[src/rtl/rd_framer_pkg.sv]
// Shared types and constants for the read-domain stream framer.
package rd_framer_pkg;

    typedef enum logic [2:0] {
        IDLE,
        SYNC,
        LEN,
        PAY,
        CSUM
    } state_t;

    localparam logic [7:0] SYNC_BYTE_DEF = 8'hA5;
    localparam int         PF_DEPTH      = 3;

endpackage

[src/rtl/rd_prefetch_buf.sv]
// Three-entry prefetch buffer in front of the async FIFO read port.
// Issues pops on credit (occupancy plus the one-cycle read in flight).
module rd_prefetch_buf
    import rd_framer_pkg::*;
#(
    parameter int DATA_WIDTH = 8
) (
    input  logic                  clk,
    input  logic                  rst_n,
    input  logic                  fifo_empty,
    input  logic [DATA_WIDTH-1:0] fifo_rd_data,
    output logic                  fifo_rd_en,
    input  logic                  pop,
    output logic [DATA_WIDTH-1:0] head,
    output logic                  not_empty
);

    logic [DATA_WIDTH-1:0] mem [PF_DEPTH];
    logic [1:0]            rd_ptr;
    logic [1:0]            wr_ptr;
    logic [1:0]            occ;
    logic                  in_flight;
    logic                  run;
    logic                  push;
    logic                  pop_ok;

    function automatic logic [1:0] ptr_inc(input logic [1:0] p);
        return (p == 2'(PF_DEPTH - 1)) ? 2'd0 : p + 2'd1;
    endfunction

    // run keeps pops off while reset is held and for the release edge
    assign fifo_rd_en = run && !fifo_empty &&
                        (({1'b0, occ} + {2'b00, in_flight}) < 3'(PF_DEPTH));
    assign push       = in_flight;
    assign pop_ok     = pop && not_empty;
    assign head       = mem[rd_ptr];
    assign not_empty  = (occ != 2'd0);

    always_ff @(posedge clk or negedge rst_n) begin
        if (!rst_n) begin
            run       <= 1'b0;
            in_flight <= 1'b0;
            rd_ptr    <= 2'd0;
            wr_ptr    <= 2'd0;
            occ       <= 2'd0;
            for (int i = 0; i < PF_DEPTH; i++) mem[i] <= '0;
        end else begin
            run       <= 1'b1;
            in_flight <= fifo_rd_en;
            if (push) begin
                mem[wr_ptr] <= fifo_rd_data;
                wr_ptr      <= ptr_inc(wr_ptr);
            end
            if (pop_ok) rd_ptr <= ptr_inc(rd_ptr);
            case ({push, pop_ok})
                2'b10:   occ <= occ + 2'd1;
                2'b01:   occ <= occ - 2'd1;
                default: occ <= occ;
            endcase
        end
    end

endmodule

[src/rtl/rd_stream_framer.sv]
// Frames prefetched FIFO bytes as SYNC, LEN, PKT_LEN payload bytes, XOR checksum
// on a valid/ready stream. The state names the beat held in the output register.
module rd_stream_framer
    import rd_framer_pkg::*;
#(
    parameter int                    DATA_WIDTH = 8,
    parameter int                    PKT_LEN    = 4,
    parameter logic [DATA_WIDTH-1:0] SYNC_BYTE  = DATA_WIDTH'(SYNC_BYTE_DEF)
) (
    input  logic                  rd_clk,
    input  logic                  rd_rst_n,
    output logic                  fifo_rd_en,
    input  logic [DATA_WIDTH-1:0] fifo_rd_data,
    input  logic                  fifo_empty,
    output logic [DATA_WIDTH-1:0] out_data,
    output logic                  out_valid,
    input  logic                  out_ready,
    output logic                  out_sof,
    output logic                  out_last,
    output logic [15:0]           pkt_count,
    output logic                  busy
);

    localparam logic [7:0]            LEN8     = 8'(PKT_LEN);
    localparam logic [DATA_WIDTH-1:0] LEN_BYTE = DATA_WIDTH'(LEN8);

    state_t                state, state_nxt;
    logic [7:0]            pay_cnt, pay_cnt_nxt;
    logic [DATA_WIDTH-1:0] acc, acc_nxt;
    logic [DATA_WIDTH-1:0] data_nxt;
    logic                  valid_nxt, sof_nxt, last_nxt;
    logic [15:0]           pkt_count_nxt;
    logic                  load;
    logic                  buf_pop;
    logic                  buf_ne;
    logic [DATA_WIDTH-1:0] buf_head;

    rd_prefetch_buf #(.DATA_WIDTH(DATA_WIDTH)) u_buf (
        .clk          (rd_clk),
        .rst_n        (rd_rst_n),
        .fifo_empty   (fifo_empty),
        .fifo_rd_data (fifo_rd_data),
        .fifo_rd_en   (fifo_rd_en),
        .pop          (buf_pop),
        .head         (buf_head),
        .not_empty    (buf_ne)
    );

    assign load = !out_valid || out_ready;
    assign busy = (state != IDLE);

    always_comb begin
        state_nxt     = state;
        pay_cnt_nxt   = pay_cnt;
        acc_nxt       = acc;
        data_nxt      = out_data;
        valid_nxt     = out_valid;
        sof_nxt       = out_sof;
        last_nxt      = out_last;
        pkt_count_nxt = pkt_count;
        buf_pop       = 1'b0;
        if (load) begin
            valid_nxt = 1'b0;
            sof_nxt   = 1'b0;
            last_nxt  = 1'b0;
            case (state)
                IDLE: begin
                    // a header only goes out once a payload byte is in hand
                    if (buf_ne) begin
                        state_nxt   = SYNC;
                        valid_nxt   = 1'b1;
                        sof_nxt     = 1'b1;
                        data_nxt    = SYNC_BYTE;
                        acc_nxt     = LEN_BYTE;
                        pay_cnt_nxt = 8'd0;
                    end
                end
                SYNC: begin
                    state_nxt = LEN;
                    valid_nxt = 1'b1;
                    data_nxt  = LEN_BYTE;
                end
                LEN, PAY: begin
                    if (state == PAY && pay_cnt == LEN8) begin
                        state_nxt = CSUM;
                        valid_nxt = 1'b1;
                        last_nxt  = 1'b1;
                        data_nxt  = acc;
                    end else begin
                        // starved payload: drop valid and hold the count
                        state_nxt = PAY;
                        if (buf_ne) begin
                            buf_pop     = 1'b1;
                            valid_nxt   = 1'b1;
                            data_nxt    = buf_head;
                            acc_nxt     = acc ^ buf_head;
                            pay_cnt_nxt = pay_cnt + 8'd1;
                        end
                    end
                end
                CSUM: begin
                    pkt_count_nxt = pkt_count + 16'd1;
                    if (buf_ne) begin
                        state_nxt   = SYNC;
                        valid_nxt   = 1'b1;
                        sof_nxt     = 1'b1;
                        data_nxt    = SYNC_BYTE;
                        acc_nxt     = LEN_BYTE;
                        pay_cnt_nxt = 8'd0;
                    end else begin
                        state_nxt = IDLE;
                    end
                end
                default: state_nxt = IDLE;
            endcase
        end
    end

    always_ff @(posedge rd_clk or negedge rd_rst_n) begin
        if (!rd_rst_n) begin
            state     <= IDLE;
            pay_cnt   <= 8'd0;
            acc       <= '0;
            out_data  <= '0;
            out_valid <= 1'b0;
            out_sof   <= 1'b0;
            out_last  <= 1'b0;
            pkt_count <= 16'd0;
        end else begin
            state     <= state_nxt;
            pay_cnt   <= pay_cnt_nxt;
            acc       <= acc_nxt;
            out_data  <= data_nxt;
            out_valid <= valid_nxt;
            out_sof   <= sof_nxt;
            out_last  <= last_nxt;
            pkt_count <= pkt_count_nxt;
        end
    end

endmodule

[config.mk]
export PLATFORM = sky130hd
export DESIGN_NAME = rd_stream_framer
export DESIGN_NICKNAME = d
export VERILOG_FILES = /design/src/rtl/rd_framer_pkg.sv /design/src/rtl/rd_prefetch_buf.sv /design/src/rtl/rd_stream_framer.sv
export SDC_FILE = /design/constraint.sdc
export NUM_CORES = 1
export LEC_CHECK = 0
export BUFFER_PORTS_ARGS = -buffer_cell sky130_fd_sc_hd__buf_2
export CORE_ASPECT_RATIO = 1.25
export CORE_MARGIN = 2
export CORE_UTILIZATION = 30
export DETAILED_ROUTE_END_ITERATION = 8
export GPL_TIMING_DRIVEN = 0
export PLACE_DENSITY = 0.47
export SYNTH_ARGS = -nofsm -noshare
export SYNTH_HDL_FRONTEND = slang
export SYNTH_HIERARCHICAL = 1
export SYNTH_SLANG_ARGS = --single-unit
[constraint.sdc]
create_clock -name rd_clk -period 2.5 [get_ports rd_clk]
set_input_delay 0 -clock rd_clk [delete_from_list [all_inputs] [get_ports rd_clk]]
set_output_delay 0 -clock rd_clk [all_outputs]
set_load 0.03 [all_outputs]
==> results.txt <==
* I/O pin cnt: 41
* Average routed wire per standard cell: 14.95 µm
- Yosys printed 6 warnings.
- Summing the areas of all xor and xnor instances in the mapped netlist gives 4.214% of the synthesized area.
- For the worst setup path, the data required time is 2.50 ns.
- Distinct cell type count after synthesis: 53
* Die Y: 128.9 µm
- After synthesis, the largest family of logic cells by area is compound AO/OA/AOI/OAI gates.
- In this run the register-to-register setup slack is 0.21 ns.
- Adder and majority cell fraction of the synthesized area: 2.007%
* Overall overflow remaining after global route: 0
- # DRC: 0
* Core Rows: 45
* Number of DRC markers after the initial detailed-route iteration: 143
* Number of buffers added by the clock tree synthesis step: 9
* Placed Instance Area: 4178 µm²
- Crit. End Element: output port
- In this run the worst setup path begins at state[1].
* Transition time at the pin with the least slew margin: 0.7133 ns
- Leakage Power: 2.049 nW
- Final hold slack: 0.1612 ns
- Destination of the worst register-to-register timing path: acc[6]
- In this run the number of H-tree levels came out at 3.
- Insertion delay of the later-clocked pin in the worst-skew pair: 0.34 ns
- Post-Syn Area: 3741 µm²
- TritonCTS built the clock tree.
- Mean number of vias per cell: 4.836
* Setup repair after global routing missed its margin: no
- Number of port buffers: 40
* Post-Layout Inst Area: 4572 µm²
- At the worst endpoint, the arrival time is 2.31 ns.
- The clock net in this run drives a total of 78 sinks.
* Initial Utilization: 30.76%
- Placed insts: 540
* Total routed wirelength: 8462 µm
- Commonest cells in the synthesized netlist: sky130_fd_sc_hd__dfrtp_1 (78), sky130_fd_sc_hd__a21oi_1 (32), sky130_fd_sc_hd__nand2_1 (28)
* Peak fanout along the critical path: 10
- Clk_skew: 0.009268 ns
* DP Wirelength: 5945 µm
- For this run, asynchronously set or reset flops after synthesis account for 100.0%.
- Across the run, the number of max-cap violations was 0.
- VDD sags by at most 0.0005318 V.
- For this run, the leading register cell type out of synthesis is sky130_fd_sc_hd__dfrtp_1.
- Number of antenna violations at the first check in global routing: 0
* Vias after detailed routing: 2,737
- Max Slew Vio Count: 0
- Number of enable-type register cells in the synthesized netlist: 0
- Clock-pin slew was measured on the worst setup and hold paths at 0.06 ns.
* Slowest CP cell: sky130_fd_sc_hd__nor2_1
- In the finished design, the share of the clock period the worst path needs comes to 92.30%.
- Final Wtd Congestion: 0.7869
- Path type of the worst min-delay path: input pin to asynchronous set/reset pin
- Worst Path Class, Setup: register to output port
- Synthesized netlist net count: 353
* Cell Chain, Critical Path: clkbuf_1, nor2_1, clkbuf_1, nand2_1, buf_2
- No sink is reached through more buffers than the 2 on the longest clock path.
* Part of the Yosys area used for sequential elements: 52.17%
* Slew HR: 51.69%
* Result of the run: finished clean
- ANT cells: 0
- # fillers: 1,251
- Biggest cell delay along the critical path: 0.57 ns
* Largest cells by area after synthesis: sky130_fd_sc_hd__dfrtp_1 (52%), sky130_fd_sc_hd__mux2_2 (5.1%), sky130_fd_sc_hd__a21oi_1 (4.3%)
- Power spread over the standard cell area amounts to 1220 nW/µm².
- The floorplan step defined a die boundary enclosing 13,380 µm².
- Global routing used 13.70% of the available tracks across all layers.
- For this run, the top clock speed supported by timing is 433.4 MHz.
- Most repeated cell in the gate-level netlist after synthesis: sky130_fd_sc_hd__dfrtp_1
- Before antenna repair, the detailed router went through 4 iterations.
* Cells after Synth: 335
- The number of buffers and inverters on the critical path is 3.
* Final standard cell count with taps included and fillers excluded: 566
- The tree is rooted in a sky130_fd_sc_hd__clkbuf_16.
- Fraction of layout cells with a size suffix above 1: 23.88%
- The first global-routing pass estimated 14,490 µm of wire.
- The hold violation total from the final report is 0.
* Yosys top cell area share: 52.17%
* Area share of and/or/nand/nor cells after synthesis: 12.64%
- Cell taking the most area after synthesis: sky130_fd_sc_hd__dfrtp_1
* Cell occurring most often along the worst timing path: sky130_fd_sc_hd__clkbuf_1
- Relative to the synthesized area, the layout overhead comes to 22.21%.
* Total chip power: 5.578 mW
- The count of nets left with antenna violations once routing finished came out at 0.
- The routed design could run at a clock period as short as 2.308 ns.
- Setup violations remaining at the end of the flow were counted as 0.
- Core utilization of the finished layout: 37.59%
- Counting flops and latches in the post-synthesis netlist gives 78.
* Pin count of the biggest net entering global routing: 45
- After the last flow step, the layout net total stands at 417.
- Multiplexer cells account for 10.74% of the synthesized area.
* Startpoint type of the worst setup path: register
* Reg2reg start: pay_cnt[0]
* Sequential cell area: 1952 µm²
* Number of cell instances on the worst register-to-register path: 9
- The synthesized netlist devotes 15.15% of its cell area to compound gates.
* Number of global-route vias before repair: 2,828
- The floorplan step defined a core boundary enclosing 12,160 µm².
* Multi-input combinational cell area: 1692 µm²
* Kind of cell adding the most delay to the critical path: buffers and inverters
- The die is 103.9 µm wide.
- Dividing the synthesized area by the synthesized cell count gives 11.17 µm².
[routing by layer]
layer	share of wire (%)	vias to the layer above	global-route usage (%)
met5	0	-	0
met4	0.95	0	4.293
met3	3.2	5	3.698
met2	51	35	23.53
met1	45	1360	16.90
li1	-	1337	-
[flip-flops by register name, summed over array words and instances, names as in the netlist, 2 cells and up]
signal / cells
state: 3
acc: 8
u_buf/wr_ptr: 2
pay_cnt: 8
out_data: 8
pkt_count: 16
u_buf/occ: 2
u_buf/rd_ptr: 2
u_buf/mem: 24
[cells in the final DEF, fill, tap and decap left out, types with 4 or more instances in the layout]
cell	Yosys	routed
sky130_fd_sc_hd__dfrtp_1	78	78
sky130_fd_sc_hd__buf_2	5	44
sky130_fd_sc_hd__a21oi_1	32	32
sky130_fd_sc_hd__nand2_1	28	28
sky130_fd_sc_hd__o21ai_0	19	18
sky130_fd_sc_hd__mux2_2	17	17
sky130_fd_sc_hd__xnor2_1	15	15
sky130_fd_sc_hd__clkbuf_1	9	10
sky130_fd_sc_hd__dlygate4sd3_1	0	10
sky130_fd_sc_hd__inv_1	9	9
sky130_fd_sc_hd__o21a_1	9	9
sky130_fd_sc_hd__mux2i_1	9	9
sky130_fd_sc_hd__clkbuf_16	0	9
sky130_fd_sc_hd__nand3_1	8	8
sky130_fd_sc_hd__nand4_1	8	8
sky130_fd_sc_hd__and3_1	8	8
sky130_fd_sc_hd__mux2_4	8	8
sky130_fd_sc_hd__nor2_1	7	7
sky130_fd_sc_hd__ha_1	6	6
sky130_fd_sc_hd__a21o_1	5	5
sky130_fd_sc_hd__nor3_1	4	4
sky130_fd_sc_hd__o2bb2ai_1	4	4
[logic make-up after synthesis]
group           after synthesis
other cells                   1
fa+ha+maj                     6
buf+inv                      26
xor+xnor                     18
flops                        78
mux                          34
simple gates                 84
compound gates               88
[metrics by stage]
stage / TNS, ns / setup WS, ns
after floorplan: 0 / 0.1011
after global placement: -0.9207 / -0.4146
after detailed placement: -0.9397 / -0.4147
after CTS: 0 / 0.02938
after global routing: 0 / 0.01388
final: 0 / 0.1925
[layout make-up]
class	count	area share [%]
Sequential cell	78	42.69
Multi-Input combinational cell	231	37.00
Timing Repair Buffer	53	7.553
Clock buffer	12	5.391
Tap cell	164	4.488
Buffer	16	1.834
Inverter	10	0.8210
Clock inverter	2	0.2189
[power breakdown]
part           internal (mW)  total [mW]  switching, mW  leakage [nW]
clock                  0.685        1.17          0.483         0.128
combinational           1.03        2.37           1.34         0.959
sequential              1.73        2.04          0.309         0.962
[worst max path at each step]
stage	to	slack, ns	depth (start not counted)
after floorplan	u_buf/occ[1]	0.10	9
after global placement	u_buf/occ[1]	-0.41	10
after detailed placement	u_buf/occ[1]	-0.41	11
after CTS	u_buf/occ[1]	0.03	10
after global routing	u_buf/occ[1]	0.01	10
final	busy	0.19	5
[worst register-to-register path, delay by kind of cell, from the launching register on]
| kind | cells | cell delay [ns] |
|---|---|---|
| simple gates | 2 | 0.56 |
| compound gates | 2 | 0.29 |
| fa+ha+maj | 1 | 0.14 |
| flops | 1 | 0.42 |
| buf+inv | 4 | 0.81 |
[repair_timing]
action | CTS | global route
resized for setup | 4 | 1
hold endpoints to repair | 59 | 0
buffers inserted | 1 | 1
pin swaps | 0 | 1
hold buffers | 10 | 0
setup endpoints to repair | 4 | 2
Power figures use the tool's default switching activity.
